$ cat src/rtl/muldiv_unit.sv
// muldiv_unit: multi-cycle unsigned multiply / restoring divide.
// The unit runs one iteration per clock for WIDTH clocks, then spends one
// cycle in DONE where done/wr_en pulse. Results hold until the next completion.
module muldiv_unit #(
  parameter int WIDTH = 10,
  parameter int CNT_W = 4
) (
  input  logic             clk,
  input  logic             reset,
  input  logic             start,
  input  logic             op,
  input  logic [WIDTH-1:0] a,
  input  logic [WIDTH-1:0] b,
  input  logic [2:0]       dest_reg,
  output logic             busy,
  output logic             done,
  output logic             wr_en,
  output logic [2:0]       wr_reg,
  output logic [WIDTH-1:0] result_lo,
  output logic [WIDTH-1:0] result_hi,
  output logic             div_by_zero
);

  typedef enum logic [1:0] {S_IDLE, S_RUN, S_DONE} state_t;

  state_t           state_q, state_d;
  logic [CNT_W-1:0] cnt_q, cnt_d;
  logic             op_q, op_d;
  logic [WIDTH-1:0] a_q, a_d, b_q, b_d;
  logic [2:0]       dest_q, dest_d;
  // hi: multiply accumulator upper half / divide partial remainder (one spare bit)
  // lo: multiplier bits shifting out / dividend bits shifting out, quotient in
  logic [WIDTH:0]   hi_q, hi_d;
  logic [WIDTH-1:0] lo_q, lo_d;
  logic             busy_q, busy_d, done_q, done_d, dbz_q, dbz_d;
  logic [2:0]       wr_reg_q, wr_reg_d;
  logic [WIDTH-1:0] res_lo_q, res_lo_d, res_hi_q, res_hi_d;

  logic             last_iter;
  logic [WIDTH:0]   mul_sum;
  logic [WIDTH:0]   div_shift;
  logic [WIDTH+1:0] div_diff;
  logic [WIDTH:0]   hi_nx;
  logic [WIDTH-1:0] lo_nx;

  assign last_iter = (cnt_q == CNT_W'(WIDTH - 1));

  // One iteration of shift-add multiply or restoring divide
  always_comb begin
    mul_sum   = {1'b0, hi_q[WIDTH-1:0]} + (lo_q[0] ? {1'b0, a_q} : '0);
    div_shift = {hi_q[WIDTH-1:0], lo_q[WIDTH-1]};
    div_diff  = {1'b0, div_shift} - {2'b00, b_q};
    if (op_q) begin
      // borrow bit clear -> divisor fits, keep difference and set quotient bit
      if (!div_diff[WIDTH+1]) begin
        hi_nx = div_diff[WIDTH:0];
        lo_nx = {lo_q[WIDTH-2:0], 1'b1};
      end else begin
        hi_nx = div_shift;
        lo_nx = {lo_q[WIDTH-2:0], 1'b0};
      end
    end else begin
      hi_nx = {1'b0, mul_sum[WIDTH:1]};
      lo_nx = {mul_sum[0], lo_q[WIDTH-1:1]};
    end
  end

  // Next-state logic
  always_comb begin
    state_d = state_q;
    case (state_q)
      S_IDLE:  if (start) state_d = S_RUN;
      S_RUN:   if (last_iter) state_d = S_DONE;
      S_DONE:  state_d = S_IDLE;
      default: state_d = S_IDLE;
    endcase
  end

  // Datapath next values: capture on accept, iterate in RUN, latch results on the last iteration
  always_comb begin
    cnt_d    = cnt_q;
    op_d     = op_q;
    a_d      = a_q;
    b_d      = b_q;
    dest_d   = dest_q;
    hi_d     = hi_q;
    lo_d     = lo_q;
    wr_reg_d = wr_reg_q;
    res_lo_d = res_lo_q;
    res_hi_d = res_hi_q;
    dbz_d    = dbz_q;
    if (state_q == S_IDLE && start) begin
      cnt_d  = '0;
      op_d   = op;
      a_d    = a;
      b_d    = b;
      dest_d = dest_reg;
      hi_d   = '0;
      lo_d   = op ? a : b;
    end else if (state_q == S_RUN) begin
      cnt_d = cnt_q + CNT_W'(1);
      hi_d  = hi_nx;
      lo_d  = lo_nx;
      if (last_iter) begin
        res_lo_d = lo_nx;
        res_hi_d = hi_nx[WIDTH-1:0];
        wr_reg_d = dest_q;
        dbz_d    = op_q && (b_q == '0);
      end
    end
  end

  // Registered handshake outputs, derived from the upcoming state
  always_comb begin
    busy_d = (state_d != S_IDLE);
    done_d = (state_q == S_RUN) && last_iter;
  end

  // State register
  always_ff @(posedge clk or negedge reset) begin
    if (!reset) state_q <= S_IDLE;
    else        state_q <= state_d;
  end

  // Datapath and output registers
  always_ff @(posedge clk or negedge reset) begin
    if (!reset) begin
      cnt_q    <= '0;
      op_q     <= 1'b0;
      a_q      <= '0;
      b_q      <= '0;
      dest_q   <= '0;
      hi_q     <= '0;
      lo_q     <= '0;
      busy_q   <= 1'b0;
      done_q   <= 1'b0;
      dbz_q    <= 1'b0;
      wr_reg_q <= '0;
      res_lo_q <= '0;
      res_hi_q <= '0;
    end else begin
      cnt_q    <= cnt_d;
      op_q     <= op_d;
      a_q      <= a_d;
      b_q      <= b_d;
      dest_q   <= dest_d;
      hi_q     <= hi_d;
      lo_q     <= lo_d;
      busy_q   <= busy_d;
      done_q   <= done_d;
      dbz_q    <= dbz_d;
      wr_reg_q <= wr_reg_d;
      res_lo_q <= res_lo_d;
      res_hi_q <= res_hi_d;
    end
  end

  assign busy        = busy_q;
  assign done        = done_q;
  assign wr_en       = done_q;
  assign wr_reg      = wr_reg_q;
  assign result_lo   = res_lo_q;
  assign result_hi   = res_hi_q;
  assign div_by_zero = dbz_q;

endmodule

$ cat config.mk
export PLATFORM = sky130hd
export DESIGN_NAME = muldiv_unit
export DESIGN_NICKNAME = d
export VERILOG_FILES = /design/src/rtl/muldiv_unit.sv
export SDC_FILE = /design/constraint.sdc
export NUM_CORES = 1
export LEC_CHECK = 0
export BUFFER_PORTS_ARGS = -buffer_cell sky130_fd_sc_hd__buf_4
export CAP_MARGIN = 20
export CORE_MARGIN = 1.5
export CORE_UTILIZATION = 63
export DETAILED_ROUTE_END_ITERATION = 10
export PLACE_DENSITY = 0.93
export SLEW_MARGIN = 20
export SYNTH_ARGS = -nofsm -noshare
export SYNTH_HDL_FRONTEND = slang
export SYNTH_SLANG_ARGS = --single-unit
$ cat constraint.sdc
create_clock -name clk -period 7.25 [get_ports clk]
set_clock_uncertainty 0.1 [all_clocks]
set_input_delay 0.725 -clock clk [delete_from_list [all_inputs] [get_ports clk]]
set_output_delay 0.725 -clock clk [all_outputs]
set_load 0.1 [all_outputs]
# Word level (Yosys, flattened, before mapping)
# Index checks and enable logic that the tools add are counted.
op_classes:
  n_addsub: 3
  mux: 15
  bitwise_logic: 1
  reduce_logical: 8
  eq_ne: 2
op_table:
  columns: ["cell", "count"]
  rows:
  - ["$mux 10", 9]
  - ["$sub 11x10->12", 1]
  - ["$add 10x10->11", 1]
  - ["$logic_not 10->1", 1]
  - ["$mux 4", 2]
  - ["$add 4x1->4 const B", 1]
  - ["$eq 4x4->1 const B", 1]
  - ["$mux 2", 2]
  - ["$pmux 2 s2", 1]
  - ["$reduce_bool 2->1", 2]
  - ["$logic_and 1x1->1", 3]
  - ["$reduce_and 3->1", 1]
  - ["$eq 2x1->1 const B", 1]
  - ["$logic_not 2->1", 1]
  - ["$mux 1", 1]
  - ["$not 1->1", 1]
word_totals:
  regBits: 76
  wordCells: 43
  output_inout_bits: 27
  inputBits: 27

# Logic depth before layout (Yosys ltp)
# Gate-level depths: netlist of the first run.
depth:
  depth_word: 5
  ltp_mapped: 10
  ltp_nobuf: 10

# Worst setup path after synthesis of the first run
# OpenSTA, ideal clock, no wires.
synth_timing:
  kind: "reg-to-reg"
  start: "register lo_q[0]"
  end: "register hi_q[7]"
  synth_period_minus_slack_ns: 2.503
  path_stages_with_launch: 11
  arrival_ns: 2.267
  setup_time_ns: 0.136
  n_path_buf: 1
  slack_ns: 4.747
  t_required_ns: 7.014
  path_cell_list: "dfrtp_1 -> clkbuf_1 -> and2_1 -> ha_1 -> fa_1 -> a211oi_1 -> o21ai_0 -> o31ai_1 -> xnor2_1 -> mux2i_1 -> o22ai_1"
synth_via:
  elab_chain_len: 5
synth_lines:
  columns: ["item", "line_no", "source"]
  rows:
  - ["start: declaration", "34", "logic [WIDTH-1:0] lo_q, lo_d;"]
  - ["start signal: assignment", "148", "lo_q <= lo_d;"]
  - ["$mux 10", "50", "mul_sum = {1'b0, hi_q[WIDTH-1:0]} + (lo_q[0] ? {1'b0, a_q} : '0);"]
  - ["$add 10x10->11", "50", null]
  - ["$mux 10", "53", "if (op_q) begin"]
  - ["$mux 10", "100", "end else if (state_q == S_RUN) begin"]
  - ["$mux 10", "92", "if (state_q == S_IDLE && start) begin"]
  - ["end signal: assignment", "147", "hi_q <= hi_d;"]
  - ["end: declaration", "33", "logic [WIDTH:0] hi_q, hi_d;"]
# No other way between the ends. The select of a mux whose other input is x is not followed.
# A chain may end at the register's enable or synchronous reset.

# Worst setup path after layout of the first run
layout_timing:
  start: "register cnt_q[1]"
  end: "register dbz_q, in the netlist div_by_zero"
layout_via:
  elab_chain_len: 2
layout_lines:
  columns: ["item", "line_no", "source"]
  rows:
  - ["start: declaration", "27", "logic [CNT_W-1:0] cnt_q, cnt_d;"]
  - ["start signal: assignment", "142", "cnt_q <= cnt_d;"]
  - ["$eq 4x4->1", "46", "assign last_iter = (cnt_q == CNT_W'(WIDTH - 1));"]
  - ["$reduce_and 3->1 (no source line)", null, null]
  - ["end signal: assignment", "151", "dbz_q <= dbz_d;"]
  - ["end: declaration", "35", "logic busy_q, busy_d, done_q, done_d, dbz_q, dbz_d;"]
# No other way between the ends.

==> out/metrics.yaml, run 1 <==
grt_pass1_wl_um: 18700
path_max_fanout: 29
grt_max_degree: 77
critPathBufInv: 2
min_path_cells: 1
cp_cell_sequence: "inv_1 > ha_1 > nand2_1 > nor2_1 > nand2_1 > inv_1 > nand3_1 > o41ai_1"
track_usage: 0.336
drt_pre_antenna_iters: 5
grt_antenna_before_repair: 0
setup_viol: 0
io_pins: 54
cp_data_required_time_ns: 7.41
worstSetupStartpointType: "register"
dieArea_mm2: 0.00751
synth-async-reset-ratio: 1.00
cts_inserted_buffers: 9
hp-class: "register to register"
worstSetupPathType: "register to register"
grt_pass1_vias: 3729
cts_setup_buffers: 0
synthesis.area_mm2: 0.00441
synth_edf_count: 0
row_count: 30
cts_hold_buf: 0
cts_tree: "yes"
clkSlewWorstSetupHoldPaths_ns: 0.09
path_delay_family: "buffers and inverters"
antenna_cells: 0
fin_setup_tns_ns: 0
drt_wl_total_um: 12100
yosysWarnings: 0
coreArea_mm2: 0.00679
die_h_um: 86.7
ys_types: 58
worstRegToRegCells: 8
rsz0062_at_grt: "false"
synth_seq_cells: 76
synth-seq-area-share: 0.431
start_util: 0.649
maxSlewViolCount: 0
io_buffers: 53
cp.depth: 8
outcome: "finished, final reports clean"
timing.final.crit_share: 0.398
nNetsFinal: 542
worst_pin_slew_ns: 1.10
max_slew_margin: 0.267
drive_gt1_frac: 0.212
synth.avg_cell_area_um2: 9.84
vias_per_cell: 6.43
gp_congestion: 0.905
cp_slowest_cell: "inv_1"
syn2layout_area_growth_pct: 14.3
clk_latency_ns: 0.37
cts_num_sinks: 76
cap_violations: 0
timing.fmax_ghz: 0.346
clockBufferDepth: 2
synth_ff_type: "dfrtp_1"
htreeDepth: 3
ant_nets: 0
period_needed_ns: 2.89
cp_slowest_stage_delay_ns: 0.89
arrival_ns: 3.05
hold_viol_final: 0
drc_errors: 0
grt-ovfl-total: 0
die_w_um: 86.7
cts_resized: 0
vias: 3808
synth_nets: 499
cp-end-kind: "register"
drt_iter0_drc: 305
synthesis.instances: 448
wl_per_cell_um: 20.4
cts_root_buf: "clkbuf_8"
dp_hpwl_um: 8180
-- stage by stage --
step                      setup slack, ns  cell area, µm²  instances  utilization  hold WS [ns]
after floorplan                      4.75            4410        448            -         0.329
after global placement               4.58            4820        576        0.709         0.339
after detailed placement             4.46            4820        576        0.709         0.354
after CTS                            4.39            5040        592        0.742         0.356
after global routing                 4.16            5040        592        0.742         0.378
final                                4.36            5040        592        0.742         0.353
-- cell usage after synthesis, types with 2 or more instances --
cell	number	area, µm²
dfrtp_1	76	1900
nand2_1	59	221
o21ai_0	43	215
mux2i_1	28	280
mux2_2	25	282
ha_1	22	275
nor2_1	22	82.6
a21oi_1	19	95.1
inv_1	19	71.3
clkbuf_1	14	52.6
and2_1	11	68.8
nand3_1	8	40.0
xnor2_1	7	61.3
a211oi_1	6	45.0
o21a_1	6	45.0
a21o_1	5	37.5
nor3_1	5	25.0
a22o_1	4	35.0
o31ai_1	4	30.0
and3_1	3	18.8
o211ai_1	3	22.5
o21bai_1	3	22.5
o22ai_1	3	18.8
o41ai_1	3	26.3
or3_1	3	18.8
xor2_1	3	26.3
a311oi_1	2	17.5
a31oi_1	2	12.5
buf_1	2	7.51
buf_6	2	22.5
clkbuf_8	2	27.5
fa_1	2	40.0
nand2b_1	2	12.5
nand3b_1	2	15.0
nand4_1	2	12.5
nor2b_1	2	12.5
nor4_1	2	12.5
o211a_1	2	20.0
-- worst paths after layout --
kind / end / startpoint / slack [ns]
max: div_by_zero / cnt_q[1] / 4.36
min: div_by_zero / b_q[8] / 0.35
max reg2reg: div_by_zero / cnt_q[1] / 4.36
min reg2reg: div_by_zero / b_q[8] / 0.35
max in group asynchronous: b_q[8] / reset / 6.02
min in group asynchronous: hi_q[8] / reset / 0.39
-- area by class of cell --
cell class                      instances  area [µm²]
Tap cell                               96         120
Fill cell                             447        1750
Timing Repair Buffer                   55         413
Clock buffer                            9         124
Multi-Input combinational cell        330        2310
Clock inverter                          7        98.8
Inverter                               19        71.3
Sequential cell                        76        1900
-- placed cells by master (no fill, tap or decap), types with 4 or more instances in the layout --
master    instances
a211oi_1          6
a21o_1            5
a21oi_1          19
a22o_1            4
and2_1           11
buf_4            55
clkbuf_8          9
dfrtp_1          76
ha_1             22
inv_1            19
mux2_2           25
mux2i_1          28
nand2_1          59
nand3_1           8
nor2_1           22
nor3_1            5
o21a_1            6
o21ai_0          43
o31ai_1           4
xnor2_1           7
-- routing by layer --
| metal | up-vias | GRT usage | wire length [µm] |
|---|---|---|---|
| li1 | 1691 | - | - |
| met1 | 1855 | 0.416 | 4800 |
| met2 | 212 | 0.560 | 5980 |
| met3 | 50 | 0.0714 | 825 |
| met4 | 0 | 0.166 | 485 |
| met5 | - | 0 | 0 |
-- cell families after synthesis --
family / after synthesis / synth area share
muxes: 53 / 0.127
xor gates and xnor gates: 10 / 0.0199
and+or+nand+nor: 126 / 0.132
AOI/OAI and AO/OA: 117 / 0.173
adders and majority gates: 24 / 0.0715
buffers and inverters: 42 / 0.0457
DFF: 76 / 0.431
-- worst register-to-register path: cells and delay by family, from the launching register on --
family	cells	cell delay, ns
buffers and inverters	2	0.98
adder cells (fa/ha/maj)	1	0.14
AO/OA/AOI/OAI	1	0.31
AND/OR/NAND/NOR	4	0.85
flip-flops	1	0.41
Power of run 1 is left out: the tool's default activity adds up to more than one toggle a clock period on the data nets, which glitch-free logic cannot reach.
==> run 2: changes to the inputs <==
--- a/config.mk
+++ b/config.mk
@@ -8,9 +8,9 @@
 export BUFFER_PORTS_ARGS = -buffer_cell sky130_fd_sc_hd__buf_4
 export CAP_MARGIN = 20
 export CORE_MARGIN = 1.5
-export CORE_UTILIZATION = 63
+export CORE_UTILIZATION = 53
 export DETAILED_ROUTE_END_ITERATION = 10
-export PLACE_DENSITY = 0.93
+export PLACE_DENSITY = 0.84
 export SLEW_MARGIN = 20
 export SYNTH_ARGS = -nofsm -noshare
 export SYNTH_HDL_FRONTEND = slang
==> constraint.sdc (replaced) <==
create_clock -name clk -period 2.35 [get_ports clk]
set_clock_uncertainty 0.1 [all_clocks]
set_input_delay 0.235 -clock clk [delete_from_list [all_inputs] [get_ports clk]]
set_output_delay 0.235 -clock clk [all_outputs]
set_load 0.1 [all_outputs]
==> run 2 against run 1 <==
Largest cell class unchanged. Register-to-register slack worse by 4.5 ns. The run now ends with setup timing left. Clock-buffer cell count is the same. Fmax increased by 16%. Setup slack worse by 4.5 ns. Design area up 15%. First-iteration DRC count is 36% higher. Via count is 7.5% higher.
==> out/metrics.yaml, run 2 (synthesis results as in run 1) <==
clk_latency_ns: 0.37  # about the same
arrival_ns: 2.63  # -0.42 ns
maxSlewViolCount: 0  # unchanged
grt_pass1_vias: 3936  # +5.6%
worst_pin_slew_ns: 0.557  # -0.542 ns
io_pins: 54  # unchanged
syn2layout_area_growth_pct: 31.0
holdWs_ns: 0.0131  # -0.340 ns
grt-ovfl-total: 0  # unchanged
cts_root_buf: "clkbuf_8"
die_w_um: 94.2  # +8.7%
r2r_setup_slack_ns: -0.13  # -4.49 ns
timing.fmax_ghz: 0.403  # +16%
io_buffers: 53  # unchanged
drt_pre_antenna_iters: 5  # unchanged
critPathBufInv: 2  # unchanged
dp_hpwl_um: 8390  # +2.5%
rsz0062_at_grt: "true"
timing.final.crit_share: 1.06  # +0.657
drt_iter0_drc: 414  # +36%
cpMostUsedCell: "inv_2"
cts_tree: "yes"
violations: "setup timing"
wl_per_cell_um: 19.6  # -3.9%
max_slew_margin: 0.628  # +0.361
grt_antenna_before_repair: 0  # unchanged
min_path_cells: 2  # +1
ant_nets: 0  # unchanged
start_util: 0.542  # -0.107
path_max_fanout: 2  # -93%
hold_viol_final: 0  # unchanged
cts_num_sinks: 76  # unchanged
worstRegToRegCells: 10  # +2
gp_congestion: 1.09  # +20%
vias: 4094  # +7.5%
drt_wl_total_um: 13000  # +7.3%
outcome: "finished with violations"
die_h_um: 94.2  # +8.7%
drive_gt1_frac: 0.351  # +0.139
fill_cells: 522  # +17%
cp_slowest_cell: "dfrtp_1"
vias_per_cell: 6.19  # -3.7%
cap_violations: 0  # unchanged
drc_errors: 0  # unchanged
setup_viol: 17  # +17
nNetsFinal: 602  # +11%
final_core_util: 0.710  # -0.0316
final_common_cell: "buf_4"
worstSetupPathType: "register to register"
preCtsSetupSlack_ns: -0.172  # -4.63 ns
worstSetupStartpointType: "register"
grt_max_degree: 49  # -36%
cp-end-kind: "register"
mostFrequentLayoutCells: "buf_4 (98), dfrtp_1 (75), nand2_1 (59)"
fin_setup_tns_ns: -1.23  # -1.23 ns
clkSlewWorstSetupHoldPaths_ns: 0.09  # about the same
period_needed_ns: 2.48  # -0.408 ns
row_count: 33  # +10%
multiInputGateArea_mm2: 0.00253  # +9.6%
htreeDepth: 3  # unchanged
grt_pass1_wl_um: 19000  # +1.5%
regArea_mm2: 0.00190  # about the same
dieArea_mm2: 0.00888  # +18%
hp-class: "input port to register"
cts_inserted_buffers: 9  # unchanged
setup_ws_ns: -0.131  # -4.49 ns
coreArea_mm2: 0.00813  # +20%
cp_data_required_time_ns: 2.50  # -4.91 ns
cp_slowest_stage_delay_ns: 0.40  # -0.49 ns
cp_cell_sequence: "inv_2 > ha_4 > inv_2 > fa_2 > a211oi_4 > nor3_1 > o21a_1 > or3_1 > a311oi_2 > o21ai_1"
clockBufferDepth: 2  # unchanged
cp.depth: 10  # +2
track_usage: 0.285  # -0.0515
antenna_cells: 0  # unchanged
path_delay_family: "compound AO/OA/AOI/OAI gates"
## run 2: final cells by class
class,count,area share
Timing Repair Buffer,115,0.161
Sequential cell,76,0.329
Clock inverter,7,0.0143
Inverter,19,0.0123
Clock buffer,9,0.0214
Tap cell,105,0.0227
Multi-Input combinational cell,330,0.439
## run 2: routing by layer
metal | vias up | wire [µm] | global-route usage
met5 | - | 0 | 0
li1 | 1810 | - | -
met2 | 251 | 6380 | 0.466
met4 | 0 | 485 | 0.122
met3 | 66 | 1050 | 0.0558
met1 | 1967 | 5060 | 0.366
## run 2: repair_timing
item                       CTS  global route
setup endpoints to repair   20            21
hold buffers                10             0
gates resized for setup     21            34
pin swaps                   11            14
hold endpoints to repair    41             0
buffers inserted             3             5
## run 2: worst paths after layout
kind	startpoint	end
worst max-delay path	lo_q[9]	hi_q[8]
worst min-delay path	a[0]	a_q[0]
worst max register to register	lo_q[9]	hi_q[8]
worst min register to register	b_q[7]	div_by_zero
max in group asynchronous	reset	b_q[1]
min in group asynchronous	reset	hi_q[8]
## run 2: through the flow
stage | cells | instance area (µm²)
detailed placement | 628 | 5200
global placement | 628 | 5200
CTS | 657 | 5620
floorplan | 448 | 4430
global route | 661 | 5780
finish | 661 | 5780
Power of run 2 is left out for the same reason.
